[src/rtl/qspi_resp_pkg.sv]
// Shared definitions for the QSPI PSRAM responder.
// Holds the opcode values, the frame state encoding and the width and
// terminal values of the bit/nibble counter used by the responder FSM.
package qspi_resp_pkg;

  localparam logic [7:0] OP_QREAD     = 8'hEB;
  localparam logic [7:0] OP_QWRITE    = 8'h38;
  localparam logic [7:0] OP_QPI_ENTER = 8'h35;
  localparam logic [7:0] OP_QPI_EXIT  = 8'hF5;
  localparam logic [7:0] OP_RST_EN    = 8'h66;
  localparam logic [7:0] OP_RST       = 8'h99;

  localparam int CNT_W = 8;
  // Terminal counts: index of the last bit/nibble of each field.
  localparam logic [CNT_W-1:0] CMD_SER_LAST = 8'd7;
  localparam logic [CNT_W-1:0] CMD_QPI_LAST = 8'd1;
  localparam logic [CNT_W-1:0] ADDR_LAST    = 8'd5;

  typedef enum logic [2:0] {
    ST_IDLE,
    ST_CMD,
    ST_ADDR,
    ST_DUMMY,
    ST_RDATA,
    ST_WDATA,
    ST_IGNORE
  } state_e;

endpackage

[src/rtl/spi_pin_sync.sv]
// Pin synchronizer for the SPI initiator signals.
// Ports:
//   clk, rst       system clock, synchronous active-high reset
//   ce_n_i, sck_i, dio_i   raw pins (asynchronous to clk)
//   ce_n_o, dio_o  2-FF synchronized chip select and data lines
//   sck_rise_o, sck_fall_o one-cycle pulses on synchronized sck edges
//   ce_rise_o      one-cycle pulse on synchronized chip-select deassertion
module spi_pin_sync (
  input  logic       clk,
  input  logic       rst,
  input  logic       ce_n_i,
  input  logic       sck_i,
  input  logic [3:0] dio_i,
  output logic       ce_n_o,
  output logic [3:0] dio_o,
  output logic       sck_rise_o,
  output logic       sck_fall_o,
  output logic       ce_rise_o
);

  // Bit 0/1 form the synchronizer, bit 2 is the delayed copy for edge detect.
  logic [2:0] ce_q;
  logic [2:0] sck_q;
  logic [3:0] dio1_q;
  logic [3:0] dio2_q;

  always_ff @(posedge clk) begin
    if (rst) begin
      ce_q   <= 3'b111;
      sck_q  <= 3'b000;
      dio1_q <= 4'h0;
      dio2_q <= 4'h0;
    end else begin
      ce_q   <= {ce_q[1:0], ce_n_i};
      sck_q  <= {sck_q[1:0], sck_i};
      dio1_q <= dio_i;
      dio2_q <= dio1_q;
    end
  end

  assign ce_n_o     = ce_q[1];
  assign dio_o      = dio2_q;
  assign sck_rise_o = sck_q[1] & ~sck_q[2];
  assign sck_fall_o = ~sck_q[1] & sck_q[2];
  assign ce_rise_o  = ce_q[1] & ~ce_q[2];

endmodule

[src/rtl/qspi_psram_responder.sv]
// QSPI PSRAM responder: device end of a PSRAM chip-select/sck/quad-IO link.
// Decodes serial (or QPI) command frames and turns quad reads/writes into
// byte requests on a simple local memory port.
// Build option: define QSPI_RESP_QPI_EN to honour enter/exit-QPI opcodes;
// otherwise qpi_mode stays 0 and commands are always serial on io0.
// Ports:
//   clk, rst                      clock, synchronous active-high reset
//   spi_ce_n, spi_sck, spi_dio_in initiator pins (synchronized internally)
//   spi_dio_out, spi_dio_oe       io3..io0 drive value and per-line enable
//   mem_addr, mem_wdata           byte address / write byte
//   mem_we, mem_re                requests, held until mem_ready
//   mem_rdata, mem_ready          read byte and one-cycle acknowledge
//   qpi_mode                      commands arrive on 4 lines when set
//   rd_underrun                   pulse: read byte needed before prefetch done
module qspi_psram_responder
  import qspi_resp_pkg::*;
#(
  parameter int ADDR_W = 24,
  parameter int DUMMY  = 6
) (
  input  logic              clk,
  input  logic              rst,
  input  logic              spi_ce_n,
  input  logic              spi_sck,
  input  logic [3:0]        spi_dio_in,
  output logic [3:0]        spi_dio_out,
  output logic [3:0]        spi_dio_oe,
  output logic [ADDR_W-1:0] mem_addr,
  output logic [7:0]        mem_wdata,
  output logic              mem_we,
  output logic              mem_re,
  input  logic [7:0]        mem_rdata,
  input  logic              mem_ready,
  output logic              qpi_mode,
  output logic              rd_underrun
);

`ifdef QSPI_RESP_QPI_EN
  localparam bit QPI_EN = 1'b1;
`else
  localparam bit QPI_EN = 1'b0;
`endif

  localparam logic [CNT_W-1:0] DUMMY_LAST = CNT_W'(DUMMY - 1);

  logic       ce_n_s, sck_rise, sck_fall, ce_rise;
  logic [3:0] dio_s;

  spi_pin_sync u_sync (
    .clk       (clk),
    .rst       (rst),
    .ce_n_i    (spi_ce_n),
    .sck_i     (spi_sck),
    .dio_i     (spi_dio_in),
    .ce_n_o    (ce_n_s),
    .dio_o     (dio_s),
    .sck_rise_o(sck_rise),
    .sck_fall_o(sck_fall),
    .ce_rise_o (ce_rise)
  );

  state_e            state_q, state_d;
  logic [CNT_W-1:0]  cnt_q, cnt_d;
  logic [23:0]       shreg_q, shreg_d;
  logic              is_rd_q, is_rd_d;
  logic              load_q, load_d;
  logic [ADDR_W-1:0] addr_q, addr_d;
  logic [7:0]        wdata_q, wdata_d;
  logic              we_q, we_d, re_q, re_d;
  logic [7:0]        rbuf_q, rbuf_d, obyte_q, obyte_d;
  logic              rbuf_vld_q, rbuf_vld_d;
  logic [3:0]        dout_q, dout_d, oe_q, oe_d;
  logic              qpi_q, qpi_d, under_q, under_d;
  logic [7:0]        cmd_byte;
  logic              cmd_last;

  always_ff @(posedge clk) begin
    if (rst) begin
      state_q    <= ST_IDLE;
      cnt_q      <= '0;
      shreg_q    <= '0;
      is_rd_q    <= 1'b0;
      load_q     <= 1'b0;
      addr_q     <= '0;
      wdata_q    <= '0;
      we_q       <= 1'b0;
      re_q       <= 1'b0;
      rbuf_q     <= '0;
      rbuf_vld_q <= 1'b0;
      obyte_q    <= '0;
      dout_q     <= '0;
      oe_q       <= '0;
      qpi_q      <= 1'b0;
      under_q    <= 1'b0;
    end else begin
      state_q    <= state_d;
      cnt_q      <= cnt_d;
      shreg_q    <= shreg_d;
      is_rd_q    <= is_rd_d;
      load_q     <= load_d;
      addr_q     <= addr_d;
      wdata_q    <= wdata_d;
      we_q       <= we_d;
      re_q       <= re_d;
      rbuf_q     <= rbuf_d;
      rbuf_vld_q <= rbuf_vld_d;
      obyte_q    <= obyte_d;
      dout_q     <= dout_d;
      oe_q       <= oe_d;
      qpi_q      <= qpi_d;
      under_q    <= under_d;
    end
  end

  always_comb begin
    state_d    = state_q;
    cnt_d      = cnt_q;
    shreg_d    = shreg_q;
    is_rd_d    = is_rd_q;
    load_d     = 1'b0;
    addr_d     = addr_q;
    wdata_d    = wdata_q;
    we_d       = we_q;
    re_d       = re_q;
    rbuf_d     = rbuf_q;
    rbuf_vld_d = rbuf_vld_q;
    obyte_d    = obyte_q;
    dout_d     = dout_q;
    oe_d       = oe_q;
    qpi_d      = qpi_q;
    under_d    = 1'b0;
    cmd_byte   = qpi_q ? {shreg_q[3:0], dio_s} : {shreg_q[6:0], dio_s[0]};
    cmd_last   = qpi_q ? (cnt_q == CMD_QPI_LAST) : (cnt_q == CMD_SER_LAST);

    // Memory handshakes finish independently of the frame, even after ce_n rises.
    if (re_q && mem_ready) begin
      re_d       = 1'b0;
      rbuf_d     = mem_rdata;
      rbuf_vld_d = 1'b1;
    end
    if (we_q && mem_ready) begin
      we_d   = 1'b0;
      addr_d = addr_q + ADDR_W'(1);
    end
    // Cycle after the last address nibble: latch the address, start the prefetch.
    if (load_q) begin
      addr_d = shreg_q[ADDR_W-1:0];
      if (is_rd_q) begin
        re_d       = 1'b1;
        rbuf_vld_d = 1'b0;
      end
    end

    if (ce_rise) begin
      state_d = ST_IDLE;
      oe_d    = 4'h0;
      cnt_d   = '0;
    end else begin
      case (state_q)
        ST_IDLE: begin
          if (!ce_n_s) begin
            state_d = ST_CMD;
            cnt_d   = '0;
          end
        end
        ST_CMD: begin
          if (sck_rise) begin
            shreg_d = qpi_q ? {shreg_q[19:0], dio_s} : {shreg_q[22:0], dio_s[0]};
            cnt_d   = cnt_q + CNT_W'(1);
            if (cmd_last) begin
              cnt_d   = '0;
              state_d = ST_IGNORE;
              case (cmd_byte)
                OP_QREAD:  begin state_d = ST_ADDR; is_rd_d = 1'b1; end
                OP_QWRITE: begin state_d = ST_ADDR; is_rd_d = 1'b0; end
                OP_QPI_ENTER: if (QPI_EN) qpi_d = 1'b1;
                OP_QPI_EXIT:  if (QPI_EN) qpi_d = 1'b0;
                OP_RST_EN, OP_RST: state_d = ST_IGNORE;
                default:           state_d = ST_IGNORE;
              endcase
            end
          end
        end
        ST_ADDR: begin
          if (sck_rise) begin
            shreg_d = {shreg_q[19:0], dio_s};
            cnt_d   = cnt_q + CNT_W'(1);
            if (cnt_q == ADDR_LAST) begin
              cnt_d   = '0;
              load_d  = 1'b1;
              state_d = is_rd_q ? ST_DUMMY : ST_WDATA;
            end
          end
        end
        ST_DUMMY: begin
          if (sck_rise) begin
            cnt_d = cnt_q + CNT_W'(1);
            if (cnt_q == DUMMY_LAST) begin
              cnt_d   = '0;
              state_d = ST_RDATA;
            end
          end
        end
        ST_RDATA: begin
          // cnt_q[0]==0 marks a byte boundary; it stays there while underrunning.
          if (sck_fall) begin
            oe_d = 4'hF;
            if (!cnt_q[0]) begin
              if (rbuf_vld_q) begin
                obyte_d    = rbuf_q;
                dout_d     = rbuf_q[7:4];
                rbuf_vld_d = 1'b0;
                addr_d     = addr_q + ADDR_W'(1);
                re_d       = 1'b1;
                cnt_d      = CNT_W'(1);
              end else begin
                dout_d  = 4'h0;
                under_d = 1'b1;
              end
            end else begin
              dout_d = obyte_q[3:0];
              cnt_d  = '0;
            end
          end
        end
        ST_WDATA: begin
          if (sck_rise) begin
            shreg_d = {shreg_q[19:0], dio_s};
            cnt_d   = cnt_q[0] ? '0 : CNT_W'(1);
            // A byte completing while the previous write is still pending is dropped.
            if (cnt_q[0] && !we_q) begin
              wdata_d = {shreg_q[3:0], dio_s};
              we_d    = 1'b1;
            end
          end
        end
        ST_IGNORE: state_d = ST_IGNORE;
        default:   state_d = ST_IDLE;
      endcase
    end
  end

  assign spi_dio_out = dout_q;
  assign spi_dio_oe  = oe_q;
  assign mem_addr    = addr_q;
  assign mem_wdata   = wdata_q;
  assign mem_we      = we_q;
  assign mem_re      = re_q;
  assign qpi_mode    = qpi_q;
  assign rd_underrun = under_q;

endmodule

[config.mk]
export PLATFORM = sky130hd
export DESIGN_NAME = qspi_psram_responder
export DESIGN_NICKNAME = d
export VERILOG_FILES = /design/src/rtl/qspi_resp_pkg.sv /design/src/rtl/spi_pin_sync.sv /design/src/rtl/qspi_psram_responder.sv
export SDC_FILE = /design/constraint.sdc
export NUM_CORES = 1
export LEC_CHECK = 0
export BUFFER_PORTS_ARGS = -buffer_cell sky130_fd_sc_hd__buf_2
export CELL_PAD_IN_SITES_DETAIL_PLACEMENT = 2
export CELL_PAD_IN_SITES_GLOBAL_PLACEMENT = 2
export CORE_MARGIN = 2
export CORE_UTILIZATION = 32
export CTS_BUF_LIST = sky130_fd_sc_hd__clkbuf_16
export DETAILED_ROUTE_END_ITERATION = 10
export GPL_ROUTABILITY_DRIVEN = 0
export HOLD_SLACK_MARGIN = 0.12
export PLACE_DENSITY = 0.79
export SLEW_MARGIN = 0
export SYNTH_ARGS = -nofsm -noshare
export SYNTH_HDL_FRONTEND = slang
export SYNTH_HIERARCHICAL = 1
export SYNTH_SLANG_ARGS = --single-unit
[constraint.sdc]
create_clock -name clk -period 2 [get_ports clk]
set_clock_uncertainty 0.2 [all_clocks]
set_input_delay 0.1 -clock clk [delete_from_list [all_inputs] [get_ports clk]]
set_output_delay 0.1 -clock clk [all_outputs]
set_load 0.03 [all_outputs]
==> reports/results.tsv, run 1 <==
metric	value	unit
status	finished with violations	
violations	setup timing	
antenna_found_initial	0	
crit_path_start_kind	flip-flop	
final_util	51.2	%
post-place-ws	-0.244	ns
synth.distinct_cells	65	
ant_nets	0	
cts_tree	built	
mostFrequentLayoutCells	dfxtp_1 (83), buf_4 (78), buf_2 (59)	
die_area	16400	sq um
slew_viol_final	0	
clk_transition_reported_paths	0.09	ns
synth_top_area_cell	dfxtp_1	
root_buffer	clkbuf_16	
synth_area_leaders	dfxtp_1 (42%), mux2i_1 (7.7%), nor2_1 (5.2%)	
layoutNonFillerInstCount	933	
drive_above_1_share	45.4	%
clock_latency	0.38	ns
cpPeakStageDelay	0.35	ns
overflow	0	
antenna_cells	0	
numCtsBuffers	9	
power_density	587	nW/um^2
reg2reg_to	mem_wdata[0]$_SDFFE_PP0P_	
synth_edf_count	0	
grt_pass1_wl	34.5	mm
cp-endpoint	mem_wdata[0]$_SDFFE_PP0P_	
synth-async-reset-ratio	0	%
coreArea	15100	sq um
critPathCaptureType	flip-flop	
fmax	426	MHz
path_cells	nor2b_4 > buf_6 > nor4bb_4 > buf_4 > and4b_2 > buf_12 > mux2i_2 > nor2_1	
syn-num-nets	599	
final_common_cell	dfxtp_1	
yosysSeqAreaShare	42.2	%
grt_pass1_vias	5898	
r2r_start	u_sync/ce_q[1]$_SDFF_PP1_	
viasPerCell	6.11	
worstPathArrival	2.35	ns
cts.sinks	104	
fillers	1502	
startpoint	u_sync/ce_q[1]$_SDFF_PP1_	
die_y	128	um
clock_path_buffers	2	
dpl.hpwl	12.4	mm
period_share	117	%
rows	45	
num-nets-final	761	
timing.final.ws_setup	-0.345	ns
drv_cap	0	
ys.flop_type	dfxtp_1	
die_width	128	um
vias	5705	
io_buffers	59	
finalHoldViolations	0	
vdd_drop_max	0.487	mV
ctsHtreeMaxLevel	3	
tightest_slew	0.667	ns
path_delay_family	simple AND/OR/NAND/NOR gates	
track_usage	27.9	%
area_delta_synth_final	57.0	%
reg2reg_setup_slack	-0.35	ns
yosysWarningCount	6	
dpl.cell_count	859	
rsz0062_at_grt	yes	
crit_type	flip-flop to flip-flop	
drc	0	
ys_ff_latch	104	
synth_top_area_share	42.2	%
dr.pass1.iters	6	
grt_max_degree	56	
p_leak	2.89	nW
reg2reg_depth	8	
hold_path_class	input port to flip-flop	
drtIter0Drc	384	
worst-path-max-fanout	9	
slowest_stage	nor4bb_4	
syn_inst	579	
path_buf_inv	3	
synth.avg_cell_area	8.52	sq um
tns	-8.81	ns
routed_wl	27.7	mm
crit_required	2.01	ns
start_util	32.6	%
slew_headroom	55.5	%
io_pins	61	
cp.depth	8	
avgRoutedWirePerCell	29.7	um
synth_area	4930	sq um
setup_viol	66	
post-route-min-period	2.35	ns
## worst min-delay path, cell delays in order
cell      delay (ns)
buf_2           0.22
nor2_4          0.14
nand2_1         0.11
o311ai_1        0.11
## stage by stage
stage | hold slack, ns | instance area, sq um | total power (W)
2_1_floorplan | -0.0284 | 5000 | 0.00235
3_3_place_gp | 0.0936 | 5950 | 0.00248
3_5_place_dp | 0.119 | 5950 | 0.00250
4_1_cts | 0.129 | 6970 | 0.00429
5_1_grt | 0.189 | 7750 | 0.00464
6_report | 0.150 | 7750 | 0.00454
## kinds of logic after synthesis
logic type / share of synthesized area, %
other cells: 0.0760
fa+ha+maj: 0.761
compound gates: 18.1
flops: 42.2
buf+inv: 4.54
simple gates: 24.7
mux: 7.71
xor+xnor: 1.95
## flip-flops by register name (all words and copies together) (netlist names), 3 cells and up
name	cells
cnt_q	8
obyte_q	4
rbuf_q	8
u_sync/dio1_q	4
u_sync/ce_q	3
mem_wdata	8
u_sync/sck_q	3
u_sync/dio_o	4
mem_addr	24
shreg_q	24
state_q	3
spi_dio_out	4
## how the worst min path moves through the flow
stage | depth (start not counted) | startpoint | endpoint
finish | 4 | rst | mem_addr[11]$_SDFF_PP0_
global route | 4 | rst | mem_addr[11]$_SDFF_PP0_
CTS | 4 | rst | mem_addr[11]$_SDFF_PP0_
detailed placement | 2 | spi_ce_n | u_sync/ce_q[0]$_SDFF_PP1_
global placement | 2 | spi_ce_n | u_sync/ce_q[0]$_SDFF_PP1_
floorplan | 1 | rst | u_sync/dio1_q[3]$_SDFF_PP0_
## synthesized netlist by cell type, types with 6 or more instances
library cell and count:
dfxtp_1 104, nor2_1 68, nand2_1 56, mux2i_1 38, a21oi_1 34, a211oi_1 29, nand3_1 27, clkbuf_1 22
o21ai_0 17, nor2b_1 15, buf_2 11, o22ai_1 9, nand4_1 8, inv_1 7, or3_1 7, a31oi_1 6
nand2b_1 6, nor3_1 6, nor4_1 6, o31ai_1 6, xnor2_1 6
## power breakdown
part / switching, W / internal (W) / total, W
combinational: 0.000308 / 0.000258 / 0.000566
sequential: 0.0000426 / 0.00209 / 0.00213
clock: 0.000891 / 0.000954 / 0.00185
## routing by layer
layer | up-vias | share of wire, % | global-route usage [%]
li1 | 2418 | - | -
met4 | 0 | 4.0 | 15.1
met2 | 277 | 52 | 50.1
met5 | - | 0 | 0
met3 | 75 | 4.9 | 3.96
met1 | 2935 | 39 | 31.9
## final cells by class
| class | instances | area, sq um | area share (%) |
|---|---|---|---|
| clock buffer | 9 | 225 | 2.91 |
| inverter | 7 | 26.3 | 0.339 |
| timing repair buffer | 194 | 1630 | 21.1 |
| multi-input combinational | 425 | 3440 | 44.5 |
| tap | 188 | 235 | 3.04 |
| clock inverter | 6 | 55.1 | 0.711 |
| sequential | 104 | 2130 | 27.5 |
## repair_timing
action,in CTS,in global routing
hold buffers,26,0
buffers inserted,10,19
pin swaps,26,40
resized for setup,70,140
gates cloned,4,4
setup endpoints to repair,61,69
hold endpoints to repair,19,0
(Power assumes the default switching activity.)
==> inputs of run 2 (changes only) <==
Settings changed: CORE_UTILIZATION 32 to 35, PLACE_DENSITY 0.79 to 0.82.
Clock period 2 ns to 2.3 ns, I/O delays scaled along.
==> run 2 against run 1 <==
Effect of this change: fmax grew 2.1%; largest cell class unchanged; utilization down 5.6 points; the run now ends clean; critical path type unchanged; sequential share of layout area rose by 5.7 points; highest routed layer unchanged; die area decreased by 8.3%; worst setup slack better by 0.35 ns.
==> reports/results.tsv, run 2 (synthesis results as in run 1) <==
metric	value	unit
viasPerCell	5.75	
timing.final.ws_setup	0.00333	ns
drive_above_1_share	22.6	%
worstPathArrival	2.36	ns
antenna_found_initial	0	
mostFrequentLayoutCells	dfxtp_1 (101), nor2_1 (67), buf_2 (59)	
slew_viol_final	0	
slew_headroom	52.4	%
seqCellArea	2090	sq um
io_pins	61	
finalHoldViolations	0	
vdd_drop_max	0.321	mV
drv_cap	0	
clock_latency	0.36	ns
track_usage	24.4	%
clock_path_buffers	2	
grt_pass1_wl	28.4	mm
power.total	0.00365	W
setup_viol	0	
cts_tree	built	
die_width	123	um
cts.sinks	104	
start_util	35.7	%
drtIter0Drc	262	
final_common_cell	dfxtp_1	
routed_wl	18.5	mm
worst-path-max-fanout	14	
area_delta_synth_final	27.5	%
fillers	1483	
ant_nets	0	
period_share	99.9	%
crit_path_start_kind	flip-flop	
clk_transition_reported_paths	0.08	ns
grt_max_degree	44	
whs_path_depth	1	
hold_path_class	flip-flop to flip-flop	
overflow	0	
io_buffers	59	
antenna_cells	0	
coreArea	13800	sq um
rsz0062_at_grt	yes	
num-nets-final	697	
avgRoutedWirePerCell	21.5	um
rows	43	
die_y	123	um
vias	4953	
critPathCaptureType	flip-flop	
ctsHtreeMaxLevel	3	
root_buffer	clkbuf_16	
crit_type	flip-flop to flip-flop	
post-route-min-period	2.30	ns
multi_input_area	2720	sq um
dpl.hpwl	11.9	mm
status	complete, no violations	
reg2reg_depth	8	
grt_pass1_vias	5186	
p_leak	2.34	nW
fmax	435	MHz
reg2reg_setup_slack	0.003	ns
final_util	45.5	%
die_area	15100	sq um
post-place-ws	-0.232	ns
tightest_slew	0.710	ns
dr.pass1.iters	5	
power_density	580	nW/um^2
crit_required	2.36	ns
numCtsBuffers	9	
drc	0	
## run 2: timing repair
item                                    in CTS  in global routing
pin swaps                                    0                  5
buffers inserted                             0                  3
hold buffers                                24                  0
endpoints found under the setup margin      13                 34
gates resized for setup                      6                 18
endpoints found under the hold margin       40                  0
cloned                                       0                  1
## run 2: final timing paths
path / from / endpoint
worst min register to register: u_sync/dio1_q[0]$_SDFF_PP0_ / u_sync/dio_o[0]$_SDFF_PP0_
worst max register to register: u_sync/ce_q[1]$_SDFF_PP1_ / mem_addr[19]$_SDFF_PP0_
worst min-delay path: u_sync/dio1_q[0]$_SDFF_PP0_ / u_sync/dio_o[0]$_SDFF_PP0_
worst max-delay path: u_sync/ce_q[1]$_SDFF_PP1_ / mem_addr[19]$_SDFF_PP0_
## run 2: layout make-up
cell class | instances | area share, %
clock buffer | 9 | 3.58
tap | 180 | 3.58
sequential | 104 | 33.1
clock inverter | 7 | 0.835
timing repair buffer | 130 | 15.2
multi-input combinational | 425 | 43.3
inverter | 7 | 0.418
## run 2: critical path, cell delays in order (launching register included)
cell and delay, ns:
dfxtp_2 0.33, nor2b_1 0.14, buf_4 0.17, or4b_1 0.51, o32a_1 0.25, buf_12 0.17
a31oi_1 0.18, o21ai_0 0.13, o311ai_1 0.13
## run 2: metrics by stage
step | cell area, sq um | cells | TNS (ns) | hold WS, ns
after floorplan | 4940 | 579 | 0 | -0.0134
after global placement | 5620 | 818 | -0.683 | 0.109
after detailed placement | 5620 | 818 | -1.29 | 0.116
after CTS | 6180 | 858 | 0 | 0.231
after global routing | 6290 | 862 | -0.326 | 0.264
final | 6290 | 862 | 0 | 0.245
## run 2: layer usage
layer	wire, um	GRT usage (%)	part of all wire [%]
met3	628	3.58	3.4
met2	9410	42.6	51
met1	8140	30.3	44
met5	0	0	0
met4	331	8.62	1.8
## run 2: power by group
| part | internal [W] | leakage, nW | switching [W] |
|---|---|---|---|
| registers | 0.00182 | 0.842 | 0.0000254 |
| clock network | 0.000746 | 0.138 | 0.000754 |
| logic | 0.000127 | 1.36 | 0.000170 |
| total | 0.00270 | 2.34 | 0.000949 |
==> inputs of run 3 (changes only) <==
Settings changed: BUFFER_PORTS_ARGS -buffer_cell sky130_fd_sc_hd__buf_2 to default, CORE_UTILIZATION 35 to 38, DONT_BUFFER_PORTS from default to 1, GPL_TIMING_DRIVEN from default to 0.
==> run 3 against run 2 <==
Effect of this change: the flow now finishes with violations (setup timing); combinational power is 4% higher; global-route usage grew 3.5 points; worst setup slack lost 0.28 ns; wire length grew 12%; flip-flop and latch count is the same; first-iteration DRC count increased by 49%; critical path depth is the same; clock-buffer cell count stayed put; non-clock buffer count fell by 44; final cell count is 6.0% lower; via count down 1.6%; critical path type unchanged; largest cell class unchanged; highest routed layer is now met5.
==> reports/results.tsv, run 3 (synthesis results as in run 1) <==
metric	value	unit
status	finished with violations	
violations	setup timing	
power_density	625	nW/um^2
crit_type	flip-flop to flip-flop	
crit_required	2.31	ns
final_area	6150	sq um
io_buffers	0	
avgRoutedWirePerCell	25.7	um
p_sw	0.00104	W
power.total	0.00384	W
p_int	0.00280	W
antenna_cells	0	
layoutNonFillerInstCount	810	
grt_pass1_wl	30.4	mm
grt_pass1_vias	5267	
num-nets-final	653	
slew_headroom	53.0	%
routed_wl	20.8	mm
hold_path_class	input port to flip-flop	
vias	4876	
mostFrequentLayoutCells	dfxtp_1 (87), nor2_1 (64), nand2_1 (56)	
drv_cap	0	
p_sw_share	27.0	%
cts_tree	built	
path_cells	clkbuf_4 > nor3b_4 > nor2_1 > nor3b_2 > buf_6 > clkbuf_4 > nor2_1 > a211oi_1	
reg2reg_setup_slack	-0.27	ns
tns	-0.369	ns
post-route-min-period	2.57	ns
ant_nets	0	
finalHoldViolations	0	
crit_path_start_kind	flip-flop	
rsz0062_at_grt	yes	
tightest_slew	0.703	ns
die_width	118	um
root_buffer	clkbuf_16	
timing.final.ws_setup	-0.272	ns
rows	41	
p_leak	2.09	nW
viasPerCell	6.02	
drtIter0Drc	390	
worst-path-max-fanout	10	
overflow	0	
hold_ws	0.120	ns
start_util	38.9	%
area_delta_synth_final	24.6	%
vdd_drop_max	0.500	mV
clk_transition_reported_paths	0.08	ns
track_usage	27.9	%
dpl.hpwl	11.9	mm
critPathCaptureType	flip-flop	
cpPeakStageDelay	0.48	ns
setup_viol	4	
clock_path_buffers	2	
grt_max_degree	19	
die_area	13900	sq um
clock_latency	0.37	ns
cts.sinks	104	
drc	0	
dr.pass1.iters	5	
die_y	118	um
period_share	112	%
seqPwrFrac	48.2	%
ctsHtreeMaxLevel	3	
antenna_found_initial	1	
fmax	389	MHz
worstPathArrival	2.58	ns
p_clk_share	43.8	%
numCtsBuffers	9	
p_comb_share	8.0	%
slew_viol_final	0	
dpl.cell_count	751	
slowest_stage	a211oi_1	
final_common_cell	dfxtp_1	
coreArea	12700	sq um
drive_above_1_share	17.1	%
io_pins	61	
postPlaceCellArea	5150	sq um
-- run 3: final cells by class --
| type | instances | area, sq um |
|---|---|---|
| plain buffers | 42 | 245 |
| repair buffers | 44 | 433 |
| clock buffers | 9 | 225 |
| fillers | 1333 | 6530 |
| flip-flops and latches | 104 | 2120 |
| multi-input cells | 425 | 2800 |
| inverters | 7 | 26.3 |
| well taps | 172 | 215 |
| clock inverters | 7 | 80.1 |
-- run 3: worst max-delay path: cells and delay by family (launching register included) --
| family | cells | cell delay, ns |
|---|---|---|
| and+or+nand+nor | 4 | 0.75 |
| AOI/OAI and AO/OA | 1 | 0.48 |
| DFF | 1 | 0.35 |
| buffers and inverters | 3 | 0.62 |
-- run 3: worst paths after layout --
kind | end | depth (start not counted) | startpoint
hold / removal | cnt_q[0]$_SDFFE_PP0P_ | 3 | rst
hold reg to reg | u_sync/ce_q[1]$_SDFF_PP1_ | 1 | u_sync/ce_q[0]$_SDFF_PP1_
setup reg to reg | shreg_q[14]$_SDFFE_PP0P_ | 8 | state_q[2]$_SDFFE_PP0P_
setup / recovery | shreg_q[14]$_SDFFE_PP0P_ | 8 | state_q[2]$_SDFFE_PP0P_
-- run 3: power groups by stage --
stage	Sequential, W	Combinational [W]	Clock, W
2_1_floorplan	0.00188	0.000163	0
3_3_place_gp	0.00189	0.000206	0
3_5_place_dp	0.00189	0.000217	0
4_1_cts	0.00185	0.000264	0.00165
5_1_grt	0.00185	0.000323	0.00175
6_report	0.00185	0.000308	0.00168
-- run 3: per-layer routing --
| metal | share of wire [%] | track usage (%) | vias up |
|---|---|---|---|
| li1 | - | - | 2198 |
| met1 | 41 | 33.9 | 2460 |
| met2 | 51 | 49.6 | 163 |
| met3 | 5.4 | 5.43 | 53 |
| met4 | 2.9 | 8.51 | 2 |
| met5 | 0.077 | 0 | - |
-- run 3: what timing repair did --
action	4_1_cts	5_1_grt
hold buffers	34	1
buffers inserted	1	8
resized for setup	45	47
setup endpoints to repair	55	55
pin swaps	0	5
endpoints found under the hold margin	47	2
-- run 3: through the flow --
stage / setup slack, ns / utilization (%)
after floorplan: 0.0126 / -
after global placement: -0.363 / 40.7
after detailed placement: -0.443 / 40.7
after CTS: 0.000481 / 46.7
after global routing: -0.241 / 48.5
final: -0.272 / 48.5
